<file path="config.mk">
export PLATFORM = sky130hd
export DESIGN_NAME = vga_timing_gen
export DESIGN_NICKNAME = d
export VERILOG_FILES = /design/src/rtl/vga_timing_gen.sv
export SDC_FILE = /design/constraint.sdc
export NUM_CORES = 1
export LEC_CHECK = 0
export ABC_AREA = 1
export CAP_MARGIN = 20
export CORE_UTILIZATION = 40
export DETAILED_ROUTE_END_ITERATION = 16
export DONT_BUFFER_PORTS = 1
export PLACE_DENSITY = 0.68
export REMOVE_ABC_BUFFERS = 1
export SLEW_MARGIN = 20
export SYNTH_ARGS = -nofsm -noshare
export SYNTH_HDL_FRONTEND = slang
export SYNTH_SLANG_ARGS = --single-unit
</file>
<file path="constraint.sdc">
create_clock -name clk_100 -period 1.4 [get_ports clk_100]
set_input_delay 0.14 -clock clk_100 [delete_from_list [all_inputs] [get_ports clk_100]]
set_output_delay 0.14 -clock clk_100 [all_outputs]
set_load 0.02 [all_outputs]
</file>
<file path="src/rtl/vga_timing_gen.sv">
// VGA raster timing generator.
// Divides clk_100 into a pixel-rate enable, walks the horizontal/vertical
// raster counters, and decodes sync/blank with selectable polarity. The
// decoded timing can be delayed by a number of pixel ticks so it lines up
// with a downstream pixel pipeline.

module vga_timing_gen #(
  parameter int H_DISP  = 640,
  parameter int H_FP    = 16,
  parameter int H_SYNC  = 96,
  parameter int H_BP    = 48,
  parameter int V_DISP  = 480,
  parameter int V_FP    = 10,
  parameter int V_SYNC  = 2,
  parameter int V_BP    = 33,
  parameter int CLK_DIV = 4,
  parameter int HS_POL  = 0,
  parameter int VS_POL  = 0,
  parameter int PIPE    = 0,
  parameter int XW      = 10,
  parameter int YW      = 10
) (
  input  logic          clk_100,
  input  logic          reset,
  input  logic          enable,
  output logic          p_tick,
  output logic [XW-1:0] pixel_x,
  output logic [YW-1:0] pixel_y,
  output logic          video_on,
  output logic          hsync,
  output logic          vsync,
  output logic          line_start,
  output logic          frame_start
);

  localparam int H_TOTAL = H_DISP + H_FP + H_SYNC + H_BP;
  localparam int V_TOTAL = V_DISP + V_FP + V_SYNC + V_BP;

  // Divider width; a divide-by-one still needs a one-bit register.
  localparam int DW = (CLK_DIV > 1) ? $clog2(CLK_DIV) : 1;

  localparam logic [DW-1:0] DIV_LAST = DW'(CLK_DIV - 1);

  localparam logic [XW-1:0] H_LAST   = XW'(H_TOTAL - 1);
  localparam logic [XW-1:0] H_VIS    = XW'(H_DISP);
  localparam logic [XW-1:0] HS_START = XW'(H_DISP + H_FP);
  localparam logic [XW-1:0] HS_END   = XW'(H_DISP + H_FP + H_SYNC - 1);

  localparam logic [YW-1:0] V_LAST   = YW'(V_TOTAL - 1);
  localparam logic [YW-1:0] V_VIS    = YW'(V_DISP);
  localparam logic [YW-1:0] VS_START = YW'(V_DISP + V_FP);
  localparam logic [YW-1:0] VS_END   = YW'(V_DISP + V_FP + V_SYNC - 1);

  localparam logic HS_LVL = (HS_POL != 0);
  localparam logic VS_LVL = (VS_POL != 0);

  logic [DW-1:0] div;
  logic [XW-1:0] h;
  logic [YW-1:0] v;
  logic          h_last;
  logic          v_last;

  // Timing flags as seen at the output, before polarity is applied.
  logic          hs_out;
  logic          vs_out;
  logic          vid_out;

  // Decode of the current counter values.
  logic          hs_now;
  logic          vs_now;
  logic          vid_now;

  assign h_last = (h == H_LAST);
  assign v_last = (v == V_LAST);

  // Reset gating keeps the tick quiet while reset is held even when the
  // divider is bypassed (CLK_DIV = 1).
  assign p_tick = enable && !reset && (div == DIV_LAST);

  // Pixel-rate divider; holds its phase while enable is low.
  always_ff @(posedge clk_100 or posedge reset) begin
    if (reset) begin
      div <= '0;
    end else if (enable) begin
      if (div == DIV_LAST) begin
        div <= '0;
      end else begin
        div <= div + 1'b1;
      end
    end
  end

  // Raster counters: h every pixel tick, v once per horizontal wrap.
  always_ff @(posedge clk_100 or posedge reset) begin
    if (reset) begin
      h <= '0;
      v <= '0;
    end else if (p_tick) begin
      if (h_last) begin
        h <= '0;
        if (v_last) begin
          v <= '0;
        end else begin
          v <= v + 1'b1;
        end
      end else begin
        h <= h + 1'b1;
      end
    end
  end

  assign hs_now  = (h >= HS_START) && (h <= HS_END);
  assign vs_now  = (v >= VS_START) && (v <= VS_END);
  assign vid_now = (h < H_VIS) && (v < V_VIS);

  generate
    if (PIPE == 0) begin : g_direct
      logic hs_d;
      logic vs_d;
      logic vid_d;

      // Register the decode one clk_100 after the counters so the
      // outputs come straight from flops and cannot glitch.
      always_ff @(posedge clk_100 or posedge reset) begin
        if (reset) begin
          hs_d  <= 1'b0;
          vs_d  <= 1'b0;
          vid_d <= 1'b0;
        end else begin
          hs_d  <= hs_now;
          vs_d  <= vs_now;
          vid_d <= vid_now;
        end
      end

      assign hs_out  = hs_d;
      assign vs_out  = vs_d;
      assign vid_out = vid_d;
    end else begin : g_delay
      // Each entry is {hs, vs, vid}; entry 0 is one pixel behind the counters.
      logic [2:0] stage [PIPE];

      // Delay line advanced on pixel ticks only, so the lag is exactly
      // PIPE pixels independent of CLK_DIV; filled with inactive values on reset.
      always_ff @(posedge clk_100 or posedge reset) begin
        if (reset) begin
          for (int i = 0; i < PIPE; i++) begin
            stage[i] <= 3'b000;
          end
        end else if (p_tick) begin
          stage[0] <= {hs_now, vs_now, vid_now};
          for (int i = 1; i < PIPE; i++) begin
            stage[i] <= stage[i-1];
          end
        end
      end

      assign hs_out  = stage[PIPE-1][2];
      assign vs_out  = stage[PIPE-1][1];
      assign vid_out = stage[PIPE-1][0];
    end
  endgenerate

  assign hsync    = hs_out ? HS_LVL : ~HS_LVL;
  assign vsync    = vs_out ? VS_LVL : ~VS_LVL;
  assign video_on = vid_out;

  assign line_start  = p_tick && h_last;
  assign frame_start = line_start && v_last;

  assign pixel_x = h;
  assign pixel_y = v;

endmodule
</file>
==> implementation parameters <==
Parameter                              Value

Run status
  Outcome    complete, but fails checks
  Violated checks    negative setup slack

Global route
  Combined global-route utilization of all metal layers    0.200
  Global-route wire length before repair    about 6300 microns
  Antenna violations before repair    0
  Total grt overflow    0
  Pin count of the biggest net entering global routing    26
  Via count of the first global-routing pass    ~1400

Floorplanning
  Floorplan Core Area    3690 sq um
  Count of standard-cell rows    22
  Horizontal die dimension    ~64 microns
  Vertical extent of the die    64.2 microns
  Initial Utilization    0.420
  I/O pin count    29
  Area of the die    4130 sq um

STA
  Hold WS    around 14 ps
  Setup Viol. Count Final    18
  Final worst path period need    between 1500 and 2000 ps
  Setup TNS    -1420 ps
  Final setup slack of the worst path    -186 ps
  Clock skew    ~7.2 ps
  Top achievable clock speed    roughly 0.63 GHz
  Max_slew headroom    0.748
  Count of endpoints failing hold in the final timing report    0
  Actual transition at the worst max-transition pin    approximately 380 ps
  RSZ-0062 raised after global routing    yes
  Final critical-path share of the clock period    1.13
  Final-report max-slew violation count    0

Drt
  Post-detailed-route count of antenna-violating nets    0
  Violation count after the first detailed-route iteration    about 110
  DR pass1 iterations    4
  Vias per cell    4.95
  Total wire length    between 4000 and 5000 microns
  Vias after detailed routing    between 1500 and 2000
  DRC errors left    0
  Wirelength per Cell    roughly 14 microns

Synth
  Yosys Warn Count    0
  Post-synthesis cell area    1550 sq um
  Number of synthesized register bits    25
  Number of distinct standard cells referenced by the synthesized netlist    27
  Syn Inst Count    between 200 and 250
  Post-Synthesis Mean Instance Area    ~7.5 sq um
  Sequential share of the synthesized area    0.404

Power and ir drop
  Static leakage    between 1 and 1.5 nW
  Areal power density over the cells    roughly 940 nW/um^2
  Max IR drop VDD    roughly 810 uV

Critical path
  Type of origin of the critical path    flip-flop
  Data required time at the worst endpoint    between 1000 and 1500 ps
  Critical path capture point type    primary output
  Crit path kind    flip-flop to primary output
  Register-to-register path setup slack    -150 ps
  Worst Reg-to-Reg Cells    11
  Worst endpoint data arrival time    between 1000 and 1500 ps
  Crit Path Max Fanout    4

Clock network
  Clock buffers created by TritonCTS    3
  Sink Count    25
  Later-pin clock latency in the skew report    280 ps
  CTS tree    built
  Maximum root-to-sink buffer count    2
  Cell chosen for the clock root    clkbuf_8
  H-tree depth    1
  CTS clk-pin slew, worst paths    around 100 ps

Finish
  Most frequent standard cell in the layout excluding fill and tap cells    nand2_1
  Share of final-layout standard cells stronger than drive strength 1    0.387
  Fin cells    a little over 300
  Antenna diode instance count    0
  Final-stage net count    266
  Area growth from synthesis to layout    43.5%
  Commonest non-fill, non-tap cells in the layout    45 x nand2_1, 36 x buf_4, 24 x nor2_1, 24 x inv_1, 22 x dfrtp_1

Placed design
  Detailed Place HPWL    roughly 2700 microns
  Routability-driven placement congestion ratio    ~0.81
  Port Buffer Count    0
  Number of cells after detailed placement    285
  Post-Place Worst Slack    -54.6 ps

Min path
  Instance count along the most critical hold path    1
  Hold Crit Class    input port to flip-flop

Job
  Max-cap violations    0
[kinds of logic after synthesis]
kind of cell,synth area share
DFF,0.404
muxes,0.00727
adders and majority gates,0.0485
buffers and inverters,0.0905
AOI/OAI and AO/OA,0.0557
xor gates and xnor gates,0.0452
and+or+nand+nor,0.349
[Yosys cell counts, drive strengths merged]
cell / count / share of area
a21oi: 5 / 0.016
buf: 3 / 0.015
dfrtp: 25 / 0.40
ha: 6 / 0.048
inv: 31 / 0.075
mux2: 1 / 0.0073
nand2: 54 / 0.13
nand3: 20 / 0.078
nand3b: 1 / 0.0048
nand4: 6 / 0.028
nor2: 34 / 0.095
nor3: 2 / 0.0065
nor4: 1 / 0.0040
o211ai: 1 / 0.0048
o21ai: 7 / 0.030
o21bai: 1 / 0.0048
xnor2: 1 / 0.0057
xor2: 7 / 0.040
[report_power, final]
group	switching, mW	total [mW]	internal [mW]
Clock	0.256	0.459	0.203
Sequential	0.126	0.939	0.812
Combinational	0.373	0.695	0.323
[per-layer routing]
layer  global-route usage  vias to the layer above  wire length (microns)  part of all wire
met5                    0                        -                      0                 0
met4               0.0889                        0                     63             0.015
met3               0.0393                        5                    205             0.049
met2                0.327                       34                   2120              0.51
met1                0.256                      718                   1750              0.42
li1                     -                      749                      -                 -
[critical path: stages (launching register included)]
cell	delay, ps
dfrtp_1	430
inv_2	120
nand2_1	90
nor2_1	100
nand2_1	90
nor2_4	150
nand2_2	90
inv_4	90
[cell type report]
| type | instances | area (sq um) |
|---|---|---|
| fillers | 307 | 1470 |
| multi-input cells | 147 | 931 |
| repair buffers | 49 | 432 |
| clock buffers | 3 | 41.3 |
| flip-flops and latches | 25 | 629 |
| clock inverters | 1 | 7.51 |
| inverters | 31 | 121 |
| well taps | 48 | 60.1 |
[per-stage QoR]
| step | cell area, sq um | util | power [mW] |
|---|---|---|---|
| CTS | 1980 | 0.537 | 1.92 |
| global route | 2220 | 0.602 | 2.23 |
| global placement | 1840 | 0.499 | 1.40 |
| floorplan | 1530 | - | 1.23 |
| finish | 2220 | 0.602 | 2.09 |
| detailed placement | 1840 | 0.499 | 1.42 |
[what timing repair did]
item / CTS / global route
hold buffers: 2 / 0
buffers inserted: 4 / 8
hold endpoints to repair: 26 / 0
endpoints found under the setup margin: 10 / 23
pin swaps: 4 / 12
gates resized for setup: 12 / 44
gates cloned: 0 / 1
[state kept, by name, indices dropped and copies added (netlist names)]
name           count
pixel_y           10
pixel_x           10
g_direct.hs_d      1
video_on           1
g_direct.vs_d      1
div                2
[worst paths after layout]
| kind | from | endpoint |
|---|---|---|
| max in group asynchronous | reset | pixel_x[6] |
| setup reg to reg | pixel_x[5] | pixel_y[9] |
| setup / recovery | pixel_x[5] | frame_start |
| hold reg to reg | div[0] | div[0] |
| hold / removal | enable | div[1] |
| min in group asynchronous | reset | pixel_x[3] |
Note: power is estimated with default switching activity, not from simulation.
